`src/rtl/sync_fifo_ext_if.sv`:
```
// Handshake and status bundle between a FIFO producer/consumer and sync_fifo_ext.
// The master side drives requests; the slave side is the FIFO itself.
interface sync_fifo_ext_if #(
   parameter int DATA_WIDTH = 8,
   parameter int FIFO_DEPTH = 16
);
   localparam int ADDR_WIDTH = $clog2(FIFO_DEPTH);

   logic                  write_en;
   logic [DATA_WIDTH-1:0] write_data;
   logic                  read_en;
   logic [DATA_WIDTH-1:0] read_data;
   logic                  full;
   logic                  almost_full;
   logic                  empty;
   logic                  almost_empty;
   logic [ADDR_WIDTH:0]   level;
   logic                  overflow;
   logic                  underflow;
   logic                  err_clr;

   modport master (
      output write_en, write_data, read_en, err_clr,
      input  read_data, full, almost_full, empty, almost_empty, level, overflow, underflow
   );

   modport slave (
      input  write_en, write_data, read_en, err_clr,
      output read_data, full, almost_full, empty, almost_empty, level, overflow, underflow
   );
endinterface

```
`src/rtl/sync_fifo_ext.sv`:
```
// Single-clock FIFO with level count, registered status flags, sticky error flags
// and a choice of registered (FWFT=0) or first-word-fall-through (FWFT=1) read.
module sync_fifo_ext #(
   parameter int DATA_WIDTH        = 8,
   parameter int FIFO_DEPTH        = 16,
   parameter int FIFO_ALMOST_FULL  = FIFO_DEPTH - 1,
   parameter int FIFO_ALMOST_EMPTY = 1,
   parameter int FWFT              = 0
) (
   input logic             clk,
   input logic             rst_n,
   sync_fifo_ext_if.slave  bus
);
   localparam int ADDR_WIDTH = $clog2(FIFO_DEPTH);
   localparam logic [ADDR_WIDTH:0] DEPTH_LVL = (ADDR_WIDTH + 1)'(FIFO_DEPTH);
   localparam logic [ADDR_WIDTH:0] AF_LVL    = (ADDR_WIDTH + 1)'(FIFO_ALMOST_FULL);
   localparam logic [ADDR_WIDTH:0] AE_LVL    = (ADDR_WIDTH + 1)'(FIFO_ALMOST_EMPTY);
   localparam logic [ADDR_WIDTH:0] PTR_ONE   = (ADDR_WIDTH + 1)'(1);

   if (FIFO_DEPTH < 4 || (1 << ADDR_WIDTH) != FIFO_DEPTH) begin : g_bad_depth
      $error("sync_fifo_ext: FIFO_DEPTH=%0d must be a power of two >= 4", FIFO_DEPTH);
   end
   if (FIFO_ALMOST_FULL < 1 || FIFO_ALMOST_FULL > FIFO_DEPTH) begin : g_bad_af
      $error("sync_fifo_ext: FIFO_ALMOST_FULL=%0d outside 1..FIFO_DEPTH", FIFO_ALMOST_FULL);
   end
   if (FIFO_ALMOST_EMPTY < 0 || FIFO_ALMOST_EMPTY > FIFO_DEPTH - 1) begin : g_bad_ae
      $error("sync_fifo_ext: FIFO_ALMOST_EMPTY=%0d outside 0..FIFO_DEPTH-1", FIFO_ALMOST_EMPTY);
   end

   logic [DATA_WIDTH-1:0] mem_q [FIFO_DEPTH];
   logic [ADDR_WIDTH:0]   wr_ptr_q, rd_ptr_q;
   logic [ADDR_WIDTH:0]   level_q, level_d;
   logic                  full_q, empty_q, afull_q, aempty_q;
   logic                  overflow_q, underflow_q;
   logic                  write_valid, read_valid;
   logic [ADDR_WIDTH-1:0] rd_addr;

   // Acceptance uses registered flags only, so a full FIFO rejects the write
   // and an empty FIFO rejects the read even when both requests arrive together.
   assign write_valid = bus.write_en & ~full_q;
   assign read_valid  = bus.read_en  & ~empty_q;
   assign rd_addr     = rd_ptr_q[ADDR_WIDTH-1:0];

   always_comb begin
      level_d = level_q;
      case ({write_valid, read_valid})
         2'b10:   level_d = level_q + PTR_ONE;
         2'b01:   level_d = level_q - PTR_ONE;
         default: level_d = level_q;
      endcase
   end

   always_ff @(posedge clk or negedge rst_n) begin
      if (!rst_n) begin
         wr_ptr_q    <= '0;
         rd_ptr_q    <= '0;
         level_q     <= '0;
         full_q      <= 1'b0;
         empty_q     <= 1'b1;
         afull_q     <= (FIFO_ALMOST_FULL == 0);
         aempty_q    <= 1'b1;
         overflow_q  <= 1'b0;
         underflow_q <= 1'b0;
      end else begin
         if (write_valid) wr_ptr_q <= wr_ptr_q + PTR_ONE;
         if (read_valid)  rd_ptr_q <= rd_ptr_q + PTR_ONE;
         level_q     <= level_d;
         full_q      <= (level_d == DEPTH_LVL);
         empty_q     <= (level_d == '0);
         afull_q     <= (level_d >= AF_LVL);
         aempty_q    <= (level_d <= AE_LVL);
         // A new error event wins over a clear in the same cycle.
         overflow_q  <= (bus.write_en & full_q)  | (overflow_q  & ~bus.err_clr);
         underflow_q <= (bus.read_en  & empty_q) | (underflow_q & ~bus.err_clr);
      end
   end

   always_ff @(posedge clk) begin
      if (write_valid) mem_q[wr_ptr_q[ADDR_WIDTH-1:0]] <= bus.write_data;
   end

   if (FWFT != 0) begin : g_fwft
      assign bus.read_data = mem_q[rd_addr];
   end else begin : g_std
      logic [DATA_WIDTH-1:0] rdata_q;
      always_ff @(posedge clk or negedge rst_n) begin
         if (!rst_n)          rdata_q <= '0;
         else if (read_valid) rdata_q <= mem_q[rd_addr];
      end
      assign bus.read_data = rdata_q;
   end

   assign bus.full         = full_q;
   assign bus.empty        = empty_q;
   assign bus.almost_full  = afull_q;
   assign bus.almost_empty = aempty_q;
   assign bus.level        = level_q;
   assign bus.overflow     = overflow_q;
   assign bus.underflow    = underflow_q;
endmodule

```
`src/flat_wrapper.sv`:
```
// flat-port wrapper written by rule: the top's interface ports become plain ports
module sync_fifo_ext_flat 
#(
   parameter int DATA_WIDTH        = 8,
   parameter int FIFO_DEPTH        = 16,
   parameter int FIFO_ALMOST_FULL  = FIFO_DEPTH - 1,
   parameter int FIFO_ALMOST_EMPTY = 1,
   parameter int FWFT              = 0
)
  (clk, rst_n, bus_write_en, bus_write_data, bus_read_en, bus_err_clr, bus_read_data, bus_full, bus_almost_full, bus_empty, bus_almost_empty, bus_level, bus_overflow, bus_underflow);
  sync_fifo_ext_if #(.DATA_WIDTH(DATA_WIDTH), .FIFO_DEPTH(FIFO_DEPTH)) bus_i ();
  input logic clk;
  input logic rst_n;
  input wire logic [$bits(bus_i.write_en)-1:0] bus_write_en;
  input wire logic [$bits(bus_i.write_data)-1:0] bus_write_data;
  input wire logic [$bits(bus_i.read_en)-1:0] bus_read_en;
  input wire logic [$bits(bus_i.err_clr)-1:0] bus_err_clr;
  output wire logic [$bits(bus_i.read_data)-1:0] bus_read_data;
  output wire logic [$bits(bus_i.full)-1:0] bus_full;
  output wire logic [$bits(bus_i.almost_full)-1:0] bus_almost_full;
  output wire logic [$bits(bus_i.empty)-1:0] bus_empty;
  output wire logic [$bits(bus_i.almost_empty)-1:0] bus_almost_empty;
  output wire logic [$bits(bus_i.level)-1:0] bus_level;
  output wire logic [$bits(bus_i.overflow)-1:0] bus_overflow;
  output wire logic [$bits(bus_i.underflow)-1:0] bus_underflow;
  assign bus_i.write_en = bus_write_en;
  assign bus_i.write_data = bus_write_data;
  assign bus_i.read_en = bus_read_en;
  assign bus_i.err_clr = bus_err_clr;
  assign bus_read_data = bus_i.read_data;
  assign bus_full = bus_i.full;
  assign bus_almost_full = bus_i.almost_full;
  assign bus_empty = bus_i.empty;
  assign bus_almost_empty = bus_i.almost_empty;
  assign bus_level = bus_i.level;
  assign bus_overflow = bus_i.overflow;
  assign bus_underflow = bus_i.underflow;
  sync_fifo_ext #(.DATA_WIDTH(DATA_WIDTH), .FIFO_DEPTH(FIFO_DEPTH), .FIFO_ALMOST_FULL(FIFO_ALMOST_FULL), .FIFO_ALMOST_EMPTY(FIFO_ALMOST_EMPTY), .FWFT(FWFT)) u_core (.clk(clk), .rst_n(rst_n), .bus(bus_i));
endmodule
```
`config.mk`:
```
export PLATFORM = sky130hd
export DESIGN_NAME = sync_fifo_ext_flat
export DESIGN_NICKNAME = d
export VERILOG_FILES = /design/src/rtl/sync_fifo_ext_if.sv /design/src/rtl/sync_fifo_ext.sv /design/src/flat_wrapper.sv
export SDC_FILE = /design/constraint.sdc
export NUM_CORES = 1
export LEC_CHECK = 0
export ABC_AREA = 0
export CAP_MARGIN = 20
export CORE_UTILIZATION = 30
export CTS_CLUSTER_SIZE = 10
export DETAILED_ROUTE_END_ITERATION = 12
export SLEW_MARGIN = 20
export SYNTH_ARGS = -nofsm -noshare
export SYNTH_HDL_FRONTEND = slang
export SYNTH_SLANG_ARGS = --single-unit
```
`constraint.sdc`:
```
create_clock -name clk -period 2.7 [get_ports clk]
set_input_delay 0.405 -clock clk [delete_from_list [all_inputs] [get_ports clk]]
set_output_delay 0.405 -clock clk [all_outputs]
set_load 0.05 [all_outputs]
```
==> flow_metrics.py <==
metrics = {
    "outcome": {
        "status": "finished clean",
    },
    "timing": {
        "fin_crit_ns": 2.484,
        "finalCritPeriodShare_pct": 91.99,
        "layout_setup_ws_ns": 0.2162,
        "slew_viol_final": 0,
        "setup_violations": 0,
        "slew-limit-headroom_pct": 60.63,
        "clock-skew-final_ns": 0.005751,
        "setup-tns-final_ns": 0,
        "fmax_mhz": 402.6,
        "tightest_slew_ns": 0.5887,
        "rsz0062_at_grt": "no",
        "hold_viol_final": 0,
    },
    "synth": {
        "synth_common_cells": "edfxtp_1, dfrtp_1, mux4_2",
        "synth_area_um2": 6345,
        "synth_most_common_cell": "edfxtp_1",
        "ys_warn_count": 0,
        "postSynth.asyncResetShare_pct": 17.42,
        "synth_top_area_share_pct": 60.58,
        "synth_area_leaders": "edfxtp_1, dfrtp_1, mux4_2",
        "synth_edf_count": 128,
        "syn_avg_cell_area_um2": 18.66,
        "synth_area_leader_cell": "edfxtp_1",
        "syn_inst": 340,
        "ys.flop_type": "edfxtp_1",
        "synth_fp_nets": 361,
        "ys_seq_area_share_pct": 71.27,
        "ys_ff_latch": 155,
        "synthDistinctLibCells": 45,
    },
    "layout": {
        "regArea_um2": 4523,
        "area_growth_pct": 21.02,
        "drive_above_1_share_pct": 23.79,
        "fillers": 1890,
        "diodes": 0,
        "fin_nets": 420,
        "multi_input_area_um2": 1688,
        "design_area_um2": 7679,
    },
    "cts": {
        "clockRootBuffer": "clkbuf_16",
        "ctsHoldBuffers": 0,
        "path_clk_slew_ns": 0.06,
        "clk_latency_ns": 0.42,
        "cts.sinks": 155,
        "cts_tree": "built",
        "htreeDepth": 4,
        "post_cts_buffers": 0,
        "cts_buffers": 17,
        "cts_buffer_depth": 2,
        "cts_resized": 0,
    },
    "floorplan": {
        "ios": 32,
        "dieWidth_um": 147.4,
        "coreArea_um2": 20490,
        "initial_core_util_pct": 30.96,
        "die_h_um": 147.4,
        "die_area_um2": 21740,
        "rows": 52,
    },
    "global_routing": {
        "grt_max_degree": 36,
        "grt.total_usage_pct": 12.76,
        "antenna_found_initial": 0,
        "grt_pass1_wl_um": 20040,
        "grt_pass1_vias": 3413,
        "grt-ovfl-total": 0,
    },
    "setup_path": {
        "r2r_cells": 9,
        "max_stage_delay_ns": 0.54,
        "end_kind": "flop",
        "cp_top_family": "simple AND/OR/NAND/NOR gates",
        "worst-path-buf-inv": 2,
        "critPathKind": "reg2reg",
        "timing.rr.start": "u_core.bus.empty$_DFF_PN1_",
        "worstPathCellList": "nand2b_1, clkinv_1, nand2_1, inv_1, ha_1, a31oi_1, o221ai_1, xnor2_2, nor4b_1",
        "r2r_slack_ns": 0.22,
        "worstPathArrival_ns": 2.78,
        "crit_path_top_delay_cell": "dfstp_2",
        "critPathRequiredTime_ns": 3.00,
        "cp_max_fo": 8,
        "cp-start-kind": "flop",
        "r2r_end": "u_core.bus.full$_DFF_PN0_",
    },
    "hold_path": {
        "hp-class": "in2async",
    },
    "power_and_ir_drop": {
        "p_per_area_nw_per_um2": 1108,
        "irDropWorstVdd_uv": 408.1,
        "p_leak_nw": 2.639,
    },
    "flow_run": {
        "maxCapViolCount": 0,
    },
    "route": {
        "drt-initial-drc-count": 193,
        "via_per_inst": 4.852,
        "routed_wl_um": 12850,
        "antenna_left": 0,
        "post-route-drc-count": 0,
        "via_count": 3309,
        "wl_per_cell_um": 18.84,
        "drtPass1Iterations": 4,
    },
    "placement": {
        "place_hpwl_um": 8354,
        "place_area_um2": 7108,
        "gp_congestion": 0.8136,
        "dp_slack_ns": -0.2114,
        "port_buffers": 31,
    },
}
## cell families (layout without fill, tap and decap cells)
family	count (synthesis)	in the layout	synth area share (%)
flip-flops	155	155	71.27
AND/OR/NAND/NOR	64	64	5.502
multiplexers	48	48	14.57
buffers and inverters	28	100	2.248
AO/OA/AOI/OAI	27	27	3.451
XOR/XNOR	10	10	1.380
adder cells (fa/ha/maj)	8	8	1.578
## power breakdown
group / total (W) / internal, W / switching, W
clock: 0.00223 / 0.00129 / 0.000934
combinational: 0.00302 / 0.00132 / 0.00170
sequential: 0.00326 / 0.00300 / 0.000258
## stage by stage
| stage | cells | hold slack (ns) | total power (W) | utilization (%) |
|---|---|---|---|---|
| 2_1_floorplan | 340 | 0.1094 | 0.005419 | - |
| 3_3_place_gp | 650 | 0.5109 | 0.006283 | 34.68 |
| 3_5_place_dp | 650 | 0.5149 | 0.006354 | 34.68 |
| 4_1_cts | 682 | 0.3725 | 0.008594 | 37.43 |
| 5_1_grt | 682 | 0.3916 | 0.008926 | 37.47 |
| 6_report | 682 | 0.3747 | 0.008508 | 37.47 |
## cell type report
class                           count  area share [%]
Clock buffer                       19           5.768
Clock inverter                     13           1.564
Inverter                            9          0.4400
Multi-Input combinational cell    157           21.98
Sequential cell                   155           58.91
Tap cell                          270           4.400
Timing Repair Buffer               59           6.942
## per-layer routing
| metal | vias up | share of wire, % | global-route usage (%) |
|---|---|---|---|
| li1 | 1486 | - | - |
| met1 | 1733 | 45 | 16.38 |
| met2 | 80 | 50 | 20.73 |
| met3 | 10 | 3.6 | 3.302 |
| met4 | 0 | 1.3 | 4.948 |
| met5 | - | 0 | 0 |
## cell usage in the layout (no fill, tap or decap), drive strengths merged, types with 4 or more instances in the layout
master	instances
mux4	32
clkinvlp	6
nor2	4
clkinv	5
buf	28
xnor2	10
dfrtp	25
o21ai	4
mux2	8
inv	10
nand2	15
nor3	11
clkbuf	19
ha	8
mux2i	8
edfxtp	128
nand4	4
and2	18
clkdlybuf4s50	31
a221o	8
## how the worst max path moves through the flow
stage / start / to / slack [ns] / cells after the start
6_report: u_core.bus.empty$_DFF_PN1_ / u_core.bus.full$_DFF_PN0_ / 0.22 / 9
3_3_place_gp: bus_write_en / u_core.bus.full$_DFF_PN0_ / -0.03 / 11
5_1_grt: u_core.bus.empty$_DFF_PN1_ / u_core.bus.full$_DFF_PN0_ / 0.04 / 9
3_5_place_dp: bus_write_en / u_core.bus.full$_DFF_PN0_ / -0.21 / 10
4_1_cts: u_core.bus.empty$_DFF_PN1_ / u_core.bus.full$_DFF_PN0_ / 0.17 / 9
2_1_floorplan: u_core.bus.empty$_DFF_PN1_ / u_core.bus.full$_DFF_PN0_ / 0.18 / 10
## registers in the layout, summed over array words and instances, names as in the netlist, 4 cells and up
| signal | flops |
|---|---|
| u_core.bus.level | 5 |
| u_core.bus.read_data | 8 |
| u_core.wr_ptr_q | 4 |
| u_core.mem_q | 128 |
| u_core.rd_ptr_q | 4 |
Power figures use the tool's default switching activity.
